--- src/rtl/i_fetch_queue_if.sv ---
// Signal bundle between i_fetch_queue and its decoder, instruction memory and execute stage.
// flush_valid/flush_pc exist only when IFETCH_FLUSH_EN is defined.
interface i_fetch_queue_if #(
   parameter int ADDR_WIDTH = 32,
   parameter int INST_WIDTH = 32
);
   logic                  inst_valid;
   logic                  inst_ready;
   logic [INST_WIDTH-1:0] inst;
   logic [ADDR_WIDTH-1:0] inst_pc;
   logic                  resolve_valid;
   logic [ADDR_WIDTH-1:0] resolve_offset;
   logic                  mem_valid;
   logic [ADDR_WIDTH-1:0] mem_addr;
   logic                  mem_done;
   logic [INST_WIDTH-1:0] mem_inst;
`ifdef IFETCH_FLUSH_EN
   logic                  flush_valid;
   logic [ADDR_WIDTH-1:0] flush_pc;
`endif

   modport master (
      output inst_valid, inst, inst_pc, mem_valid, mem_addr,
      input  inst_ready, resolve_valid, resolve_offset, mem_done, mem_inst
`ifdef IFETCH_FLUSH_EN
      , input flush_valid, flush_pc
`endif
   );

   modport slave (
      input  inst_valid, inst, inst_pc, mem_valid, mem_addr,
      output inst_ready, resolve_valid, resolve_offset, mem_done, mem_inst
`ifdef IFETCH_FLUSH_EN
      , output flush_valid, flush_pc
`endif
   );
endinterface

--- src/rtl/i_fetch_queue.sv ---
// Instruction fetch unit: sequential prefetch into a DEPTH-entry queue, local JAL redirect,
// stall on branch/JALR until resolved. IFETCH_FLUSH_EN adds a flush port and DRAIN state.
module i_fetch_queue #(
   parameter int                    ADDR_WIDTH = 32,
   parameter int                    INST_WIDTH = 32,
   parameter int                    DEPTH      = 4,
   parameter logic [ADDR_WIDTH-1:0] RESET_PC   = '0
) (
   input logic             clk,
   input logic             rst,
   i_fetch_queue_if.master bus
);
   localparam int PTR_W = $clog2(DEPTH);
   localparam int CNT_W = PTR_W + 1;

   localparam logic [6:0] OP_BRANCH = 7'b1100011;
   localparam logic [6:0] OP_JALR   = 7'b1100111;
   localparam logic [6:0] OP_JAL    = 7'b1101111;

   typedef enum logic [1:0] {
      IDLE,
      REQ,
      BR_WAIT
`ifdef IFETCH_FLUSH_EN
      , DRAIN
`endif
   } state_t;

   state_t                state, state_next;
   logic [ADDR_WIDTH-1:0] pc, pc_next;
   logic [ADDR_WIDTH-1:0] br_pc, br_pc_next;
   logic                  mem_valid, mem_valid_next;
   logic                  push, pop, flush;

   logic [ADDR_WIDTH-1:0] pc_mem   [DEPTH];
   logic [INST_WIDTH-1:0] inst_mem [DEPTH];
   logic [PTR_W-1:0]      rd_ptr, wr_ptr;
   logic [CNT_W-1:0]      count;

   logic [6:0]            opcode;
   logic [20:0]           jal_imm;

   assign opcode  = bus.mem_inst[6:0];
   assign jal_imm = {bus.mem_inst[31], bus.mem_inst[19:12], bus.mem_inst[20],
                     bus.mem_inst[30:21], 1'b0};

`ifdef IFETCH_FLUSH_EN
   assign flush = bus.flush_valid;
`else
   assign flush = 1'b0;
`endif

   assign bus.inst_valid = (count != '0);
   assign bus.inst       = inst_mem[rd_ptr];
   assign bus.inst_pc    = pc_mem[rd_ptr];
   assign bus.mem_valid  = mem_valid;
   assign bus.mem_addr   = pc;

   assign pop = bus.inst_valid && bus.inst_ready && !flush;

   always_ff @(posedge clk) begin
      if (rst) state <= IDLE;
      else     state <= state_next;
   end

   always_comb begin
      state_next     = state;
      mem_valid_next = mem_valid;
      pc_next        = pc;
      br_pc_next     = br_pc;
      push           = 1'b0;
      unique case (state)
         IDLE: begin
            if (count < CNT_W'(DEPTH)) begin
               mem_valid_next = 1'b1;
               state_next     = REQ;
            end
         end
         REQ: begin
            if (bus.mem_done) begin
               mem_valid_next = 1'b0;
               push           = 1'b1;
               if (opcode == OP_BRANCH || opcode == OP_JALR) begin
                  br_pc_next = pc;
                  state_next = BR_WAIT;
               end else if (opcode == OP_JAL) begin
                  pc_next    = pc + ADDR_WIDTH'($signed(jal_imm));
                  state_next = IDLE;
               end else begin
                  pc_next    = pc + ADDR_WIDTH'(4);
                  state_next = IDLE;
               end
            end
         end
         BR_WAIT: begin
            if (bus.resolve_valid) begin
               pc_next    = br_pc + bus.resolve_offset;
               state_next = IDLE;
            end
         end
`ifdef IFETCH_FLUSH_EN
         DRAIN: begin
            if (bus.mem_done) begin
               mem_valid_next = 1'b0;
               state_next     = IDLE;
            end
         end
`endif
         default: state_next = IDLE;
      endcase
`ifdef IFETCH_FLUSH_EN
      // Flush overrides everything; a request still in flight must be drained, not pushed.
      if (bus.flush_valid) begin
         push       = 1'b0;
         pc_next    = bus.flush_pc;
         br_pc_next = br_pc;
         if ((state == REQ || state == DRAIN) && !bus.mem_done) begin
            state_next     = DRAIN;
            mem_valid_next = 1'b1;
         end else begin
            state_next     = IDLE;
            mem_valid_next = 1'b0;
         end
      end
`endif
   end

   always_ff @(posedge clk) begin
      if (rst) begin
         pc        <= RESET_PC;
         br_pc     <= '0;
         mem_valid <= 1'b0;
         rd_ptr    <= '0;
         wr_ptr    <= '0;
         count     <= '0;
      end else begin
         pc        <= pc_next;
         br_pc     <= br_pc_next;
         mem_valid <= mem_valid_next;
         if (flush) begin
            rd_ptr <= '0;
            wr_ptr <= '0;
            count  <= '0;
         end else begin
            if (push) wr_ptr <= wr_ptr + PTR_W'(1);
            if (pop)  rd_ptr <= rd_ptr + PTR_W'(1);
            count <= count + CNT_W'(push) - CNT_W'(pop);
         end
      end
   end

   always_ff @(posedge clk) begin
      if (push) begin
         pc_mem[wr_ptr]   <= pc;
         inst_mem[wr_ptr] <= bus.mem_inst;
      end
   end
endmodule

--- src/flat_wrapper.sv ---
// flat-port wrapper written by rule: the top's interface ports become plain ports
module i_fetch_queue_flat 
#(
   parameter int                    ADDR_WIDTH = 32,
   parameter int                    INST_WIDTH = 32,
   parameter int                    DEPTH      = 4,
   parameter logic [ADDR_WIDTH-1:0] RESET_PC   = '0
)
  (clk, rst, bus_inst_valid, bus_inst, bus_inst_pc, bus_mem_valid, bus_mem_addr, bus_inst_ready, bus_resolve_valid, bus_resolve_offset, bus_mem_done, bus_mem_inst);
  i_fetch_queue_if #(.ADDR_WIDTH(ADDR_WIDTH), .INST_WIDTH(INST_WIDTH)) bus_i ();
  input logic clk;
  input logic rst;
  output wire logic [$bits(bus_i.inst_valid)-1:0] bus_inst_valid;
  output wire logic [$bits(bus_i.inst)-1:0] bus_inst;
  output wire logic [$bits(bus_i.inst_pc)-1:0] bus_inst_pc;
  output wire logic [$bits(bus_i.mem_valid)-1:0] bus_mem_valid;
  output wire logic [$bits(bus_i.mem_addr)-1:0] bus_mem_addr;
  input wire logic [$bits(bus_i.inst_ready)-1:0] bus_inst_ready;
  input wire logic [$bits(bus_i.resolve_valid)-1:0] bus_resolve_valid;
  input wire logic [$bits(bus_i.resolve_offset)-1:0] bus_resolve_offset;
  input wire logic [$bits(bus_i.mem_done)-1:0] bus_mem_done;
  input wire logic [$bits(bus_i.mem_inst)-1:0] bus_mem_inst;
  assign bus_inst_valid = bus_i.inst_valid;
  assign bus_inst = bus_i.inst;
  assign bus_inst_pc = bus_i.inst_pc;
  assign bus_mem_valid = bus_i.mem_valid;
  assign bus_mem_addr = bus_i.mem_addr;
  assign bus_i.inst_ready = bus_inst_ready;
  assign bus_i.resolve_valid = bus_resolve_valid;
  assign bus_i.resolve_offset = bus_resolve_offset;
  assign bus_i.mem_done = bus_mem_done;
  assign bus_i.mem_inst = bus_mem_inst;
  i_fetch_queue #(.ADDR_WIDTH(ADDR_WIDTH), .INST_WIDTH(INST_WIDTH), .DEPTH(DEPTH), .RESET_PC(RESET_PC)) u_core (.clk(clk), .rst(rst), .bus(bus_i));
endmodule
--- config.mk ---
export PLATFORM = sky130hd
export DESIGN_NAME = i_fetch_queue_flat
export DESIGN_NICKNAME = d
export VERILOG_FILES = /design/src/rtl/i_fetch_queue_if.sv /design/src/rtl/i_fetch_queue.sv /design/src/flat_wrapper.sv
export SDC_FILE = /design/constraint.sdc
export NUM_CORES = 1
export LEC_CHECK = 0
export CORE_MARGIN = 10
export CORE_UTILIZATION = 57
export CTS_BUF_LIST = sky130_fd_sc_hd__clkbuf_4 sky130_fd_sc_hd__clkbuf_8 sky130_fd_sc_hd__clkbuf_16
export CTS_CLUSTER_SIZE = 20
export DETAILED_ROUTE_END_ITERATION = 6
export MAX_ROUTING_LAYER = met4
export PLACE_DENSITY_LB_ADDON = 0.08
export SLEW_MARGIN = 25
export SYNTH_ARGS = -nofsm -noshare
export SYNTH_HDL_FRONTEND = slang
export SYNTH_SLANG_ARGS = --single-unit
--- constraint.sdc ---
create_clock -name clk -period 3.4 [get_ports clk]
set_clock_uncertainty 0.1 [all_clocks]
set_input_delay 0.51 -clock clk [delete_from_list [all_inputs] [get_ports clk]]
set_output_delay 0.51 -clock clk [all_outputs]
set_load 0.005 [all_outputs]
After elaboration in Yosys (flattened, before gate mapping)
Memory sizes are Yosys's and may differ from the RTL's. A register that Yosys moved wholly into a read port is not among the register bits.
Index checks and enable logic that the tools add are counted.
{"block": "op_classes", "add_sub_neg": 7, "n_bitwise": 0, "n_mux": 21, "n_lt_le_gt_ge": 1, "eq_ne": 9, "shifts": 0, "mul": 0, "div_mod_pow": 0, "n_reduce_logical": 10}
{"cell": "32-bit two-way mux", "count": 4}
{"cell": "32-bit adder", "count": 2}
{"cell": "32-bit case mux with 2 select lines", "count": 1}
{"cell": "32-bit by 3-bit adder with 32-bit output, second input constant", "count": 1}
{"cell": "7-bit equality test, second input constant", "count": 3}
{"cell": "2-bit two-way mux", "count": 8}
{"cell": "3-bit AND reduction", "count": 3}
{"cell": "1-bit two-way mux", "count": 6}
{"cell": "2-bit inequality test, second input constant", "count": 3}
{"cell": "2-bit case mux with 3 select lines", "count": 1}
{"cell": "2-bit by 1-bit adder with 2-bit output, second input constant", "count": 2}
{"cell": "4-bit AND reduction", "count": 1}
{"cell": "2-bit nonzero test", "count": 2}
{"cell": "3-bit by 1-bit adder with 3-bit output", "count": 1}
{"cell": "3-bit less-than comparator, second input constant", "count": 1}
{"cell": "3-bit nonzero test", "count": 1}
{"cell": "3-bit by 1-bit subtractor with 3-bit output", "count": 1}
{"cell": "2-bit by 1-bit equality test with 1-bit output, second input constant", "count": 1}
{"cell": "2-bit equality test, second input constant", "count": 1}
{"cell": "2-bit zero test", "count": 1}
{"cell": "2-bit by 1-bit inequality test with 1-bit output, second input constant", "count": 1}
{"cell": "1-bit case mux with 2 select lines", "count": 1}
{"cell": "1-bit logical AND", "count": 1}
{"cell": "1-bit logical OR", "count": 1}
{"block": "word_totals", "n_memories": 2, "latch_bits": 0, "input_bits": 69, "out_inout_bits": 98, "ram_bits": 256, "reg_bits": 74, "rom_bits": 0, "word_cells": 57}
{"memory": "u_core.inst_mem", "words": 4, "width": 32, "rd": 1, "rd_ports_with_merged_regs": 1, "wr": 1, "line_no": "i_fetch_queue.sv:36", "source": "logic [INST_WIDTH-1:0] inst_mem [DEPTH];"}
{"memory": "u_core.pc_mem", "words": 4, "width": 32, "rd": 1, "rd_ports_with_merged_regs": 1, "wr": 1, "line_no": "i_fetch_queue.sv:35", "source": "logic [ADDR_WIDTH-1:0] pc_mem [DEPTH];"}

Logic depth before layout (Yosys ltp)
{"block": "depth", "depth_word": 5, "mapped_depth": 12, "mapped_depth_nobuf": 12}

Least setup slack after synthesis
No wires, ideal clock.
{"block": "synth_timing", "kind": "input to register", "startpoint": "in bus_resolve_offset[0]", "endpoint": "reg u_core.pc[30] (netlist: u_core.bus.mem_addr[30])", "t_arrival_ns": 2.754, "path_buffers": 0, "required_ns": 3.171, "slack_ns": 0.417, "cell_stages": 11, "setup_time_ns": 0.129, "cell_sequence": "ha_1 > fa_1 > a211oi_2 > nor2_1 > o311ai_2 > a21oi_2 > a211o_1 > a31oi_4 > mux2_4 > nand3_2 > a211oi_2"}
{"block": "synth_between", "elab_chain_cells": 3}
{"element": "from (decl)", "line_no": "flat_wrapper.sv:20", "source": "input wire logic [$bits(bus_i.resolve_offset)-1:0] bus_resolve_offset;"}
{"element": "32-bit adder", "line_no": "i_fetch_queue.sv:97", "source": "pc_next = br_pc + bus.resolve_offset;"}
{"element": "32-bit two-way mux", "line_no": "i_fetch_queue.sv:96", "source": "if (bus.resolve_valid) begin"}
{"element": "32-bit case mux with 2 select lines", "line_no": "i_fetch_queue.sv:72", "source": "unique case (state)"}
{"element": "to (signal assigned)", "line_no": "i_fetch_queue.sv:137", "source": "pc <= pc_next;"}
{"element": "to (decl)", "line_no": "i_fetch_queue.sv:30", "source": "logic [ADDR_WIDTH-1:0] pc, pc_next;"}
Every way passes these cells. The select of a mux whose other input is x is not followed.
A chain may end at the register's enable or synchronous reset.

Final worst setup path
Ends and elaborated chain as after synthesis.

==> reports/results.ini <==
[status]
status=finished, final reports clean

[placement]
place_congestion=0.936
pre_cts_ws_ns=-0.425
dp_cells=1925
numPortBuffers=166
place_area_mm2=0.0193
dpl.hpwl_mm=30.1

[synthesis]
synthArstFlopShare=0
synth_cells=1325
synth_edf_count=256
synth_top_area_frac=0.468
synth_area_per_cell_um2=12.4
yosysSeqAreaShare=0.560
synth_fp_nets=1465
synth_top_area_cell=edfxtp_1
yosysWarnings=0
synth.distinct_cells=74
netlist_area_mm2=0.0164
synthTopCellsByArea=edfxtp_1 (47%), dfxtp_1 (9.3%), mux4_2 (8.8%)
synth_seq_cells=332
synth_ff_type=edfxtp_1

[clock_network]
clock_latency_ns=0.52
path_clk_slew_ns=0.06
clk_path_buf_depth=3
h-tree-depth=2
ctsHoldBuffers=0
cts_buffers=36
clock_sinks=332
cts_tree=done
root_buffer=clkbuf_16

[flow_run]
drv_cap=0

[route]
vias_per_cell=5.97
detail-route-antenna-nets=0
drt-pass1-iter-count=5
wirelength_mm=43.6
initialDrtViolationCount=827
wl_per_cell_um=21.9
num_vias=11900
drc=0

[timing]
drv_slew=0
rsz0062_at_grt=no
relSlewSlack=0.376
min_period_over_period=0.899
layout_min_cycle_time_ns=3.06
fmax_mhz=327
finalWorstSetupSlack_ns=0.344
setup_viol_count_final=0
tightest_slew_ns=0.935
hold_violations=0

[cells_and_area]
fillers=2086
drive_above_1_share=0.168
area_growth_pct=24.5
final_cell_count_no_fill=1989
diodes=0
final_nets=1719
final_design_area_no_fill_mm2=0.0205

[power_and_ir_drop]
seqPwrFrac=0.419
peakVddDrop_uv=435
p_leak_uw=0.00749
p_switching_uw=2850
swShare=0.255
combPwrFrac=0.233
powerDensity_mw_per_mm2=547
totalPowerFinal_uw=11200
p_int_uw=8340
clockPowerShare=0.348

[worst_setup_path]
end_kind=register
r2r_start=u_core.bus.mem_addr[1]
critPathKind=primary input to register
worstSetupStartpoint=bus_resolve_offset[0]
worst_ep_required_time_ns=3.69
cp_max_fo=3
worstSetupStartpointType=primary input
crit_arrival_ns=3.35

[global_route]
grt_overflow_total=0
grt_max_degree=65
grt.total_usage=0.247
grt_pass1_wl_mm=68.0
antenna_found_initial=0
grt_pass1_vias=11900

[die]
num_io_pins=167
fp-row-count=62
initial_core_util=0.576
die_area_mm2=0.0360
die_y_um=190
die_w_um=190
core_mm2=0.0285

[worst_hold_path]
hp-class=primary input to register
holdCritStartpoint=bus_mem_inst[21]

layout make-up:
cell class	count	area [um^2]	area share
timing repair buffer	281	2610	0.128
sequential	332	9210	0.450
tap	384	480	0.0235
clock buffer	45	968	0.0473
inverter	22	82.6	0.00404
clock inverter	19	214	0.0105
multi-input combinational	906	6900	0.337
synth_stat cells, types with 3 or more instances:
library cell,instances
ha_1,68
clkbuf_1,43
o211ai_1,20
nand4_1,9
mux4_2,64
and2_1,10
and4_1,6
o21bai_1,9
mux2i_1,3
o221ai_1,5
a211oi_2,3
inv_1,22
nand2_1,157
xnor2_1,44
a31oi_1,13
o21ai_1,10
nand3_1,33
a311oi_1,9
nor2_1,73
dfxtp_1,76
o31ai_1,6
a21oi_1,114
a21o_1,29
o21ai_0,40
a211o_1,3
a22oi_1,5
fa_1,3
and3_1,21
xor2_1,30
nor2b_1,9
nor3_1,18
edfxtp_1,256
o21a_1,8
nand2b_1,10
a211oi_1,21
buf_2,11
buf_1,10
or2_2,3
or3_1,6
path summary, 6_finish.rpt:
kind                            depth (start not counted)                 endpoint  slack, ns
worst max-delay path                                   13  u_core.bus.mem_addr[30]       0.34
worst min-delay path                                    1   u_core.inst_mem[0][21]       0.29
worst max register to register                         12  u_core.bus.mem_addr[27]       0.37
worst min register to register                          2         u_core.br_pc[13]       0.36
repair_timing:
action | 4_1_cts | 5_1_grt
setup buffers | 0 | 0
setup endpoints to repair | 0 | 2
hold endpoints to repair | 0 | 0
gates resized for setup | 0 | 1
flip-flops by register name (all words and copies together) (netlist names), named ones only:
name / count
u_core.bus.mem_valid: 1
u_core.br_pc: 32
u_core.count: 3
u_core.wr_ptr: 2
u_core.pc_mem: 128
u_core.rd_ptr: 2
u_core.bus.mem_addr: 32
u_core.inst_mem: 128
u_core.state: 2
placed cells by master, fill, tap and decap left out, types with 7 or more instances in the layout:
cell type        netlist  routed
inv_1                 22      22
clkbuf_16              0      36
mux4_2                64      64
a21o_1                29      29
ha_1                  68      68
nand4_1                9       9
o21bai_1               9       9
edfxtp_1             256     256
o21a_1                 8       8
nor2b_1                9       8
nand3_1               33      33
nor3_1                18      18
a21oi_1              114     114
dfxtp_1               76      74
nand2b_1              10      10
o21ai_1               10      10
buf_4                  0     108
a211oi_1              21      21
xnor2_1               44      44
buf_12                 0       7
o21ai_0               40      40
nor2_1                73      73
a31oi_1               13      13
xor2_1                30      30
nand2_1              157     157
a311oi_1               9       9
clkdlybuf4s50_1        0     164
and3_1                21      21
o211ai_1              20      20
clkbuf_4               0       9
worst max-delay path: stages:
cell and delay [ns]:
clkdlybuf4s50_1 0.45, ha_1 0.25, fa_1 0.40, a211oi_2 0.22, nor2_1 0.09, o311ai_2 0.21, buf_4 0.17, a21oi_2 0.08
a211o_1 0.31, a31oi_4 0.22, mux2_4 0.32, nand3_2 0.07, a211oi_2 0.04
logic make-up (layout without fill, tap and decap cells):
logic type / count (synthesis) / after routing / share of synthesized area
multiplexers: 68 / 68 / 0.0905
AND/OR/NAND/NOR: 367 / 367 / 0.103
XOR/XNOR: 74 / 74 / 0.0394
AO/OA/AOI/OAI: 326 / 326 / 0.131
buffers and inverters: 87 / 367 / 0.0208
adder cells (fa/ha/maj): 71 / 71 / 0.0554
flip-flops: 332 / 332 / 0.560
layer usage:
layer / global-route usage / part of all wire / vias up
met5: - / 0 / -
met4: 0.0611 / 0.020 / 0
li1: - / - / 5579
met1: 0.343 / 0.45 / 5767
met2: 0.377 / 0.46 / 477
met3: 0.0395 / 0.073 / 47
power groups by stage:
stage | Clock (uW) | Combinational, uW | Sequential (uW)
4_1_cts | 3950 | 2650 | 4690
3_3_place_gp | 0 | 2590 | 4760
5_1_grt | 4110 | 2820 | 4710
3_5_place_dp | 0 | 2620 | 4770
6_report | 3890 | 2610 | 4690
2_1_floorplan | 0 | 1370 | 4740
stage by stage:
step / hold slack [ns] / setup TNS, ns / utilization
final: 0.290 / 0 / 0.717
after global routing: 0.299 / 0 / 0.717
after CTS: 0.360 / 0 / 0.717
after detailed placement: 0.352 / -2.54 / 0.675
after global placement: 0.345 / -1.55 / 0.675
after floorplan: 0.340 / 0 / -
No activity file was read; power rests on OpenSTA's default activity.
